===== config.mk =====
export PLATFORM = sky130hd
export DESIGN_NAME = pc_fetch_unit_flat
export DESIGN_NICKNAME = d
export VERILOG_FILES = /design/src/rtl/pc_fetch_unit_if.sv /design/src/rtl/pc_fetch_unit.sv /design/src/flat_wrapper.sv
export SDC_FILE = /design/constraint.sdc
export NUM_CORES = 1
export LEC_CHECK = 0
export BUFFER_PORTS_ARGS = -buffer_cell sky130_fd_sc_hd__clkbuf_2
export CORE_MARGIN = 2
export CORE_UTILIZATION = 56
export DETAILED_ROUTE_END_ITERATION = 10
export PLACE_DENSITY_LB_ADDON = 0.05
export RECOVER_POWER = 25
export SETUP_SLACK_MARGIN = 0.4
export SYNTH_ARGS = -nofsm -noshare
export SYNTH_HDL_FRONTEND = slang
export SYNTH_SLANG_ARGS = --single-unit

===== constraint.sdc =====
create_clock -name clk -period 11.1 [get_ports clk]
set_clock_uncertainty 0.2 [all_clocks]
set_input_delay 0 -clock clk [delete_from_list [all_inputs] [get_ports clk]]
set_output_delay 0 -clock clk [all_outputs]
set_load 0.02 [all_outputs]

===== src/rtl/pc_fetch_unit_if.sv =====
// Fetch-unit bus: redirect requests in, fetch address and status out.
// The core (or bench) uses the master side; pc_fetch_unit uses the slave side.
interface pc_fetch_unit_if;
  // Redirect and control requests toward the fetch unit
  logic        stall;
  logic        jump_en;
  logic [31:0] jump_target;
  logic        branch_en;
  logic [31:0] branch_offset;
  logic        jr_en;
  logic [31:0] jr_target;
  logic        trap_clear;

  // Fetch address and status from the fetch unit
  logic [31:0] pc;
  logic [31:0] pc_plus4;
  logic [3:0]  pc_hi;
  logic        fetch_valid;
  logic        trap;
  logic [31:0] trap_addr;

  modport master (
    output stall, jump_en, jump_target, branch_en, branch_offset,
           jr_en, jr_target, trap_clear,
    input  pc, pc_plus4, pc_hi, fetch_valid, trap, trap_addr
  );

  modport slave (
    input  stall, jump_en, jump_target, branch_en, branch_offset,
           jr_en, jr_target, trap_clear,
    output pc, pc_plus4, pc_hi, fetch_valid, trap, trap_addr
  );
endinterface


===== src/rtl/pc_fetch_unit.sv =====
// Program counter and next-PC selection.
// After reset the unit sits in BOOT for BOOT_CYCLES cycles, then fetches in RUN.
// Redirects are prioritised jr > jump > branch > sequential. A misaligned
// redirect target parks the unit in TRAP until trap_clear vectors it to
// TRAP_VECTOR. fetch_valid and trap are registered from the next state so
// they never glitch; pc_plus4/pc_hi are a plain adder off the pc register.
module pc_fetch_unit #(
  parameter logic [31:0] RESET_VECTOR = 32'h0000_0000,
  parameter logic [31:0] TRAP_VECTOR  = 32'h0000_0180,
  parameter int unsigned BOOT_CYCLES  = 4
) (
  input  logic          clk,
  input  logic          rst,
  pc_fetch_unit_if.slave bus
);

  localparam int unsigned CNT_W = (BOOT_CYCLES > 1) ? $clog2(BOOT_CYCLES) : 1;
  localparam logic [CNT_W-1:0] BOOT_LOAD = CNT_W'(BOOT_CYCLES - 1);

  typedef enum logic [1:0] {
    ST_BOOT = 2'd0,
    ST_RUN  = 2'd1,
    ST_TRAP = 2'd2
  } state_t;

  // Word alignment check applied to every redirect target.
  function automatic logic is_misaligned(input logic [31:0] addr);
    return (addr[1:0] != 2'b00);
  endfunction

  state_t           state_r;
  state_t           state_s;
  logic [31:0]      pc_r;
  logic [31:0]      pc_s;
  logic [CNT_W-1:0] boot_cnt_r;
  logic [CNT_W-1:0] boot_cnt_s;
  logic [31:0]      trap_addr_r;
  logic [31:0]      trap_addr_s;
  logic             fetch_valid_r;
  logic             trap_r;

  logic [31:0]      pc_plus4_s;
  logic [31:0]      offset_shift_s;
  logic [31:0]      branch_target_s;
  logic [31:0]      target_s;
  logic             redirect_s;

  // Sequential and branch addresses; all sums wrap modulo 2^32.
  always_comb begin
    pc_plus4_s      = pc_r + 32'd4;
    offset_shift_s  = bus.branch_offset << 2;
    branch_target_s = pc_plus4_s + offset_shift_s;
  end

  // Prioritised next-address select: jr > jump > branch > sequential.
  always_comb begin
    target_s   = pc_plus4_s;
    redirect_s = 1'b0;
    if (bus.jr_en) begin
      target_s   = bus.jr_target;
      redirect_s = 1'b1;
    end else if (bus.jump_en) begin
      target_s   = bus.jump_target;
      redirect_s = 1'b1;
    end else if (bus.branch_en) begin
      target_s   = branch_target_s;
      redirect_s = 1'b1;
    end else begin
      target_s   = pc_plus4_s;
      redirect_s = 1'b0;
    end
  end

  // Next-state, next-pc, boot counter and trap-address capture.
  always_comb begin
    state_s     = state_r;
    pc_s        = pc_r;
    boot_cnt_s  = boot_cnt_r;
    trap_addr_s = trap_addr_r;
    case (state_r)
      ST_BOOT: begin
        // Inputs are ignored while booting; pc stays at the reset vector.
        if (boot_cnt_r == {CNT_W{1'b0}}) begin
          state_s = ST_RUN;
        end else begin
          boot_cnt_s = boot_cnt_r - {{(CNT_W-1){1'b0}}, 1'b1};
        end
      end
      ST_RUN: begin
        if (bus.stall) begin
          // Frozen; any redirect on the bus is dropped and re-presented later.
          pc_s = pc_r;
        end else if (redirect_s && is_misaligned(target_s)) begin
          trap_addr_s = target_s;
          state_s     = ST_TRAP;
        end else begin
          pc_s = target_s;
        end
      end
      ST_TRAP: begin
        if (bus.trap_clear) begin
          pc_s    = TRAP_VECTOR;
          state_s = ST_RUN;
        end else begin
          pc_s = pc_r;
        end
      end
      default: begin
        // Unreachable encoding: fall back to a clean boot.
        state_s     = ST_BOOT;
        pc_s        = RESET_VECTOR;
        boot_cnt_s  = BOOT_LOAD;
        trap_addr_s = 32'h0000_0000;
      end
    endcase
  end

  // State, pc and status registers with asynchronous reset.
  always_ff @(posedge clk or posedge rst) begin
    if (rst) begin
      state_r       <= ST_BOOT;
      pc_r          <= RESET_VECTOR;
      boot_cnt_r    <= BOOT_LOAD;
      trap_addr_r   <= 32'h0000_0000;
      fetch_valid_r <= 1'b0;
      trap_r        <= 1'b0;
    end else begin
      state_r       <= state_s;
      pc_r          <= pc_s;
      boot_cnt_r    <= boot_cnt_s;
      trap_addr_r   <= trap_addr_s;
      fetch_valid_r <= (state_s == ST_RUN);
      trap_r        <= (state_s == ST_TRAP);
    end
  end

  assign bus.pc          = pc_r;
  assign bus.pc_plus4    = pc_plus4_s;
  assign bus.pc_hi       = pc_plus4_s[31:28];
  assign bus.fetch_valid = fetch_valid_r;
  assign bus.trap        = trap_r;
  assign bus.trap_addr   = trap_addr_r;

  pc_fetch_unit_chk u_chk (
    .clk         (clk),
    .rst         (rst),
    .pc          (pc_r),
    .fetch_valid (fetch_valid_r),
    .trap        (trap_r)
  );

endmodule

// Invariants of the fetch unit: pc is always word aligned and the unit is
// never fetching and trapped at the same time.
module pc_fetch_unit_chk (
  input logic        clk,
  input logic        rst,
  input logic [31:0] pc,
  input logic        fetch_valid,
  input logic        trap
);

  a_pc_aligned: assert property (@(posedge clk) disable iff (rst) pc[1:0] == 2'b00);

  a_run_trap_excl: assert property (@(posedge clk) disable iff (rst) !(fetch_valid && trap));

endmodule


===== src/flat_wrapper.sv =====
// flat-port wrapper written by rule: the top's interface ports become plain ports
module pc_fetch_unit_flat 
#(
  parameter logic [31:0] RESET_VECTOR = 32'h0000_0000,
  parameter logic [31:0] TRAP_VECTOR  = 32'h0000_0180,
  parameter int unsigned BOOT_CYCLES  = 4
)
  (clk, rst, bus_stall, bus_jump_en, bus_jump_target, bus_branch_en, bus_branch_offset, bus_jr_en, bus_jr_target, bus_trap_clear, bus_pc, bus_pc_plus4, bus_pc_hi, bus_fetch_valid, bus_trap, bus_trap_addr);
  pc_fetch_unit_if bus_i ();
  input  logic clk;
  input  logic rst;
  input wire logic [$bits(bus_i.stall)-1:0] bus_stall;
  input wire logic [$bits(bus_i.jump_en)-1:0] bus_jump_en;
  input wire logic [$bits(bus_i.jump_target)-1:0] bus_jump_target;
  input wire logic [$bits(bus_i.branch_en)-1:0] bus_branch_en;
  input wire logic [$bits(bus_i.branch_offset)-1:0] bus_branch_offset;
  input wire logic [$bits(bus_i.jr_en)-1:0] bus_jr_en;
  input wire logic [$bits(bus_i.jr_target)-1:0] bus_jr_target;
  input wire logic [$bits(bus_i.trap_clear)-1:0] bus_trap_clear;
  output wire logic [$bits(bus_i.pc)-1:0] bus_pc;
  output wire logic [$bits(bus_i.pc_plus4)-1:0] bus_pc_plus4;
  output wire logic [$bits(bus_i.pc_hi)-1:0] bus_pc_hi;
  output wire logic [$bits(bus_i.fetch_valid)-1:0] bus_fetch_valid;
  output wire logic [$bits(bus_i.trap)-1:0] bus_trap;
  output wire logic [$bits(bus_i.trap_addr)-1:0] bus_trap_addr;
  assign bus_i.stall = bus_stall;
  assign bus_i.jump_en = bus_jump_en;
  assign bus_i.jump_target = bus_jump_target;
  assign bus_i.branch_en = bus_branch_en;
  assign bus_i.branch_offset = bus_branch_offset;
  assign bus_i.jr_en = bus_jr_en;
  assign bus_i.jr_target = bus_jr_target;
  assign bus_i.trap_clear = bus_trap_clear;
  assign bus_pc = bus_i.pc;
  assign bus_pc_plus4 = bus_i.pc_plus4;
  assign bus_pc_hi = bus_i.pc_hi;
  assign bus_fetch_valid = bus_i.fetch_valid;
  assign bus_trap = bus_i.trap;
  assign bus_trap_addr = bus_i.trap_addr;
  pc_fetch_unit #(.RESET_VECTOR(RESET_VECTOR), .TRAP_VECTOR(TRAP_VECTOR), .BOOT_CYCLES(BOOT_CYCLES)) u_core (.clk(clk), .rst(rst), .bus(bus_i));
endmodule

==> results of run 1 <==
## power breakdown
part | internal, mW | total (mW) | switching [mW]
sequential | 0.342 | 0.434 | 0.0919
combinational | 0.326 | 0.968 | 0.641
clock | 0.185 | 0.285 | 0.100
total | 0.854 | 1.69 | 0.833
## registers in the layout, indices dropped and copies added, names as in the netlist
register and flops:
u_core.bus.trap_addr 32, u_core.boot_cnt_r 2, u_core.bus.fetch_valid 1, u_core.state_r 2, u_core.bus.trap 1, u_core.bus.pc 32
## final timing paths
kind / startpoint / to / slack [ns] / cells after the start
setup / recovery: u_core.bus.pc[2] / u_core.bus.pc[31] / 5.61 / 18
setup reg to reg: u_core.bus.pc[2] / u_core.bus.pc[31] / 5.61 / 18
hold / removal: bus_jump_target[1] / u_core.bus.pc[1] / 0.004 / 5
min in group asynchronous: rst / u_core.bus.trap_addr[25] / 1.47 / 4
max in group asynchronous: rst / u_core.bus.trap_addr[10] / 7.12 / 4
hold reg to reg: u_core.bus.trap_addr[8] / u_core.bus.trap_addr[8] / 0.28 / 2
## layer usage
metal / global-route usage, % / up-vias
met5: 0 / -
met4: 14.19 / 0
met3: 5.702 / 89
met2: 65.43 / 466
met1: 49.82 / 3210
li1: - / 3172
## synthesized netlist by cell type, drive strengths merged, types with 3 or more instances
| master | n | area share (%) |
|---|---|---|
| nand2 | 119 | 7.6 |
| dfrtp | 68 | 29 |
| o21ai | 65 | 5.5 |
| nor2 | 61 | 3.9 |
| a21oi | 49 | 4.2 |
| ha | 40 | 8.5 |
| nand3 | 27 | 2.4 |
| xnor2 | 27 | 4.0 |
| clkbuf | 26 | 1.7 |
| a22o | 20 | 3.0 |
| inv | 19 | 1.2 |
| xor2 | 18 | 2.7 |
| o31ai | 15 | 1.9 |
| a21o | 14 | 1.8 |
| buf | 13 | 1.3 |
| o211ai | 13 | 1.7 |
| nor3 | 12 | 1.2 |
| nand4 | 11 | 1.2 |
| a211oi | 9 | 1.2 |
| o22ai | 9 | 0.96 |
| and3 | 8 | 0.85 |
| o21a | 8 | 1.0 |
| mux2i | 7 | 1.2 |
| a31oi | 6 | 0.64 |
| and2 | 6 | 0.64 |
| nand2b | 5 | 0.53 |
| o21bai | 5 | 0.64 |
| or3 | 5 | 0.53 |
| a21boi | 4 | 0.51 |
| nor4b | 4 | 0.70 |
| o221ai | 4 | 0.60 |
| a211o | 3 | 0.45 |
| a221oi | 3 | 0.45 |
| and4 | 3 | 0.45 |
| nor4 | 3 | 0.32 |
| or2 | 3 | 0.32 |
## area by class of cell
| class | count | area, µm² |
|---|---|---|
| multi-input cells | 613 | 3880 |
| fillers | 843 | 2621 |
| flip-flops and latches | 70 | 1754 |
| repair buffers | 259 | 1493 |
| well taps | 136 | 170.2 |
| clock buffers | 11 | 151.4 |
| clock inverters | 5 | 128.9 |
| inverters | 21 | 78.83 |
## kinds of logic (layout without fill, tap and decap cells)
kind of cell | after synthesis | count (layout) | synth area share, %
xor gates and xnor gates | 45 | 45 | 6.698
buffers and inverters | 60 | 296 | 4.253
AOI/OAI and AO/OA | 244 | 244 | 27.34
DFF | 70 | 70 | 29.81
muxes | 8 | 8 | 1.382
adders and majority gates | 41 | 41 | 8.845
and+or+nand+nor | 275 | 275 | 21.67
## critical path: stages, from the launching register on
cell,delay [ns]
dfrtp_1,0.47
ha_1,0.25
nand4_1,0.18
nor3_2,0.39
and2b_1,0.27
and3_1,0.26
nand2_1,0.09
xnor2_1,0.36
ha_1,0.29
inv_1,0.13
nor3_1,0.34
nand3_1,0.11
o32ai_1,0.48
a221oi_1,0.23
o21ai_1,0.12
nor4b_2,0.25
nand2_1,0.13
a32o_1,0.26
dlygate4sd3_1,0.55
==> flow_summary.json, run 1 <==
{
  "ctsLongestPathBuffers": 2,
  "synth_cell_types": 69,
  "cts_tree": "built",
  "final_antenna_net_count": 0,
  "ios": 205,
  "power_mw": 1.687,
  "worstMarginPinSlew_ns": 3.775,
  "synthFlopType": "dfrtp_1",
  "p_leak_nw": 3.688,
  "maxSlewViolCount": 71,
  "holdWs_ns": 0.004147,
  "stdcell_count": 1115,
  "post-route-util_pct": 74.49,
  "grt_max_degree": 71,
  "first_global_vias": 6608,
  "period_needed_ns": 5.494,
  "htree_levels": 3,
  "ys_async_sr_fraction_pct": 100.0,
  "synth-edff-count": 0,
  "routed-wl-met2_um": 10530,
  "endpoint_kind": "flip-flop",
  "insertion_delay_ns": 0.35,
  "io_buffers": 202,
  "fin_crit_sh_pct": 49.50,
  "grt_pass1_wl_um": 33750,
  "violations": "capacitance limit, slew limit",
  "power_density_mw_per_mm2": 220.4,
  "ir_drop_mv": 0.1829,
  "rows": 37,
  "routedWlPerCell_um": 19.85,
  "hpwl_um": 15600,
  "status": "finished, violations left",
  "rsz0062_at_grt": "false",
  "layout_common_cells": "clkbuf_2 (144), nand2_1 (119), dfrtp_1 (68), nor2_1 (61), clkbuf_1 (59)",
  "cts_sinks": 70,
  "worstPathMaxFanout": 6,
  "start_kind": "flip-flop",
  "route.met3.wl_um": 2075,
  "grt_overflow": 0,
  "ys.warnings.count": 0,
  "ys_seq_area_share_pct": 29.81,
  "grt_util_all_layers_pct": 38.48,
  "routed.top_layer": "met4",
  "post_dp_cell_area_mm2": 0.006932,
  "drc": 0,
  "die_w_um": 106.5,
  "fin_area_mm2": 0.007656,
  "gp_congestion": 0.9736,
  "start_util_pct": 57.26,
  "dieArea_mm2": 0.01134,
  "cts_resized": 0,
  "hold_path.class": "input pin to flip-flop",
  "setup_viol": 0,
  "clkTransAtPathRegs_ns": 0.08,
  "grt_antenna_before_repair": 0,
  "netlist_area_mm2": 0.005884,
  "final_nets": 1118,
  "diodes": 0,
  "wirelength_um": 22130,
  "clock-root-buffer": "clkbuf_8",
  "max_freq_ghz": 0.1820,
  "drt_pass1_iterations": 7,
  "fp.dieH_um": 106.5,
  "hold_buffers": 51,
  "synth.net_count": 887,
  "worstPathRequired_ns": 11.12,
  "fp.coreArea_mm2": 0.01028,
  "layout_commonest_cell": "clkbuf_2",
  "yosys_register_bits": 70,
  "numCtsBuffers": 9,
  "fin_setup_tns_ns": 0,
  "setup.worst_path.class": "flip-flop to flip-flop",
  "syn_avg_cell_area_um2": 7.920,
  "slew_headroom_pct": -151.7,
  "wl_met1_um": 8697,
  "maxCapViolCount": 1,
  "layout-drive-gt1-share_pct": 18.08,
  "post-cts-setup-buffers": 0,
  "drtIter0Drc": 691,
  "place_inst": 1047,
  "crit_arrival_ns": 5.52,
  "syn_to_final_growth_pct": 30.11,
  "vias_per_cell": 6.222,
  "hold_viol_final": 0,
  "routed-via-count": 6937,
  "postSynthCellCount": 743,
  "finalWorstSetupSlack_ns": 5.606,
  "dpl_worst_slack_ns": 6.227
}
No activity file was read; power rests on OpenSTA's default activity.
==> run 2: changes to the inputs <==
--- a/config.mk
+++ b/config.mk
@@ -7,7 +7,7 @@
 export LEC_CHECK = 0
 export BUFFER_PORTS_ARGS = -buffer_cell sky130_fd_sc_hd__clkbuf_2
 export CORE_MARGIN = 2
-export CORE_UTILIZATION = 56
+export CORE_UTILIZATION = 47
 export DETAILED_ROUTE_END_ITERATION = 10
 export PLACE_DENSITY_LB_ADDON = 0.05
 export RECOVER_POWER = 25
==> constraint.sdc (replaced) <==
create_clock -name clk -period 4.9 [get_ports clk]
set_clock_uncertainty 0.2 [all_clocks]
set_input_delay 0 -clock clk [delete_from_list [all_inputs] [get_ports clk]]
set_output_delay 0 -clock clk [all_outputs]
set_load 0.02 [all_outputs]
==> run 2 against run 1 <==
  * The run now ends clean
  * Via count rose by 0.59%
  * Final cell count increased by 4.5%
  * Utilization shrank 8.3 points
  * Power is 140% higher
  * Fmax grew 23%
  * Highest routed layer unchanged
  * Combinational power is 140% higher
  * Clock-buffer cell count stayed put
  * Non-clock buffer count up 18
  * Sequential power up 130%
==> flow_summary.json, run 2 (synthesis results as in run 1) <==
{
  "die_w_um": 115.9,
  "start_kind": "flip-flop",
  "worstMarginPinSlew_ns": 0.9061,
  "power_mw": 4.034,
  "max_freq_ghz": 0.2241,
  "layout_common_cells": "clkbuf_2 (142), nand2_1 (119), dfrtp_1 (66), nor2_1 (60), clkbuf_1 (60)",
  "crit_buf_inv": 3,
  "cts_tree": "built",
  "drc": 0,
  "period_needed_ns": 4.462,
  "layout_commonest_cell": "clkbuf_2",
  "cp_slowest_cell": "dlygate4sd3_1",
  "ios": 205,
  "grt_util_all_layers_pct": 33.88,
  "first_global_vias": 6640,
  "start_util_pct": 48.58,
  "post_dp_cell_area_mm2": 0.007092,
  "insertion_delay_ns": 0.33,
  "clkTransAtPathRegs_ns": 0.06,
  "hold_viol_final": 0,
  "hold_path.class": "input pin to flip-flop",
  "stdcell_count": 1165,
  "routed-via-count": 6978,
  "cts_sinks": 70,
  "routedWlPerCell_um": 20.41,
  "grt_overflow": 0,
  "status": "finished clean",
  "wirelength_um": 23780,
  "holdWs_ns": 0.01149,
  "vias_per_cell": 5.990,
  "nFillCells": 1067,
  "maxSlewViolCount": 0,
  "ctsLongestPathBuffers": 2,
  "grt_pass1_wl_um": 34780,
  "setup_viol": 0,
  "multiInputGateArea_mm2": 0.004029,
  "setup.worst_path.class": "flip-flop to flip-flop",
  "dieArea_mm2": 0.01343,
  "fin_crit_sh_pct": 91.06,
  "maxCapViolCount": 0,
  "diodes": 0,
  "cpPeakStageDelay_ns": 0.60,
  "p_leak_nw": 3.851,
  "final_antenna_net_count": 0,
  "power_density_mw_per_mm2": 502.9,
  "layout-drive-gt1-share_pct": 23.07,
  "crit_family": "compound AO/OA/AOI/OAI gates",
  "numCtsBuffers": 9,
  "drtIter0Drc": 600,
  "hpwl_um": 17310,
  "clock-root-buffer": "clkbuf_16",
  "slew_headroom_pct": 39.59,
  "worstPathRequired_ns": 4.96,
  "ir_drop_mv": 0.3779,
  "fp.coreArea_mm2": 0.01211,
  "crit_arrival_ns": 4.52,
  "grt_antenna_before_repair": 0,
  "drt_pass1_iterations": 5,
  "area.sequential_mm2": 0.001757,
  "place_inst": 1095,
  "endpoint_kind": "flip-flop",
  "worstPathMaxFanout": 5,
  "fp.dieH_um": 115.9,
  "io_buffers": 202,
  "fin_area_mm2": 0.008020,
  "fin_setup_tns_ns": 0,
  "rows": 40,
  "gp_congestion": 0.9692,
  "syn_to_final_growth_pct": 36.30,
  "worstPathCellList": "ha_2 -> nand4_1 -> buf_4 -> nor2_1 -> xor2_1 -> ha_1 -> a21oi_1 -> o21ai_0 -> nand3_1 -> nand4_1 -> buf_4 -> xnor2_1 -> nand2_1 -> o21ai_0 -> a211o_1 -> a31oi_1 -> dlygate4sd3_1",
  "htree_levels": 3,
  "rsz0062_at_grt": "true",
  "final_nets": 1136,
  "grt_max_degree": 71
}
==> run 2: worst min-delay path, stage by stage <==
cell      delay (ns)
clkbuf_2        0.08
nor2_1          0.08
o31ai_1         0.17
nand3_1         0.13
nand2_1         0.05
==> run 2: worst paths after layout <==
path / endpoint / slack, ns / cells after the start / from
min reg2reg: u_core.bus.trap_addr[7] / 0.28 / 2 / u_core.bus.trap_addr[7]
max reg2reg: u_core.bus.pc[13] / 0.44 / 17 / u_core.bus.pc[3]
min: u_core.bus.trap_addr[8] / 0.01 / 5 / bus_jump_target[8]
max in group asynchronous: u_core.bus.pc[2] / 3.58 / 4 / rst
max: u_core.bus.pc[13] / 0.44 / 17 / u_core.bus.pc[3]
min in group asynchronous: u_core.state_r[0] / 0.28 / 4 / rst
==> run 2: what timing repair did <==
| action | CTS | global route |
|---|---|---|
| resized for setup | 2 | 31 |
| setup endpoints to repair | 2 | 33 |
| hold endpoints to repair | 116 | 0 |
| setup buffers | 0 | 9 |
| pin swaps | 0 | 7 |
| hold buffers | 45 | 0 |
==> run 2: area by class of cell <==
class	instances	share of cell area, %
repair buffers	277	20.09
inverters	21	0.9828
flip-flops and latches	70	21.90
multi-input cells	613	50.23
well taps	168	2.621
clock inverters	5	1.014
clock buffers	11	3.151
==> run 2: where the power goes <==
group          total [mW]  internal (mW)  switching, mW  leakage, nW
registers           0.983          0.778          0.205        0.947
clock network       0.725          0.473          0.252        0.162
logic                2.33          0.793           1.53         2.74
total                4.03           2.04           1.99         3.85
==> run 2: layer usage <==
layer	vias to the layer above	global-route usage, %	wire, µm
met5	-	0	0
met4	0	12.86	823
met1	3341	42.71	9895
met3	69	7.165	1948
met2	361	57.23	11110
li1	3207	-	-
==> run 2: metrics by stage <==
step / setup WS, ns / util, %
finish: 0.4379 / 66.22
detailed placement: 0.3197 / 58.55
CTS: 0.4048 / 65.14
global placement: 0.4330 / 58.55
floorplan: 0.4943 / -
global route: 0.2827 / 66.22
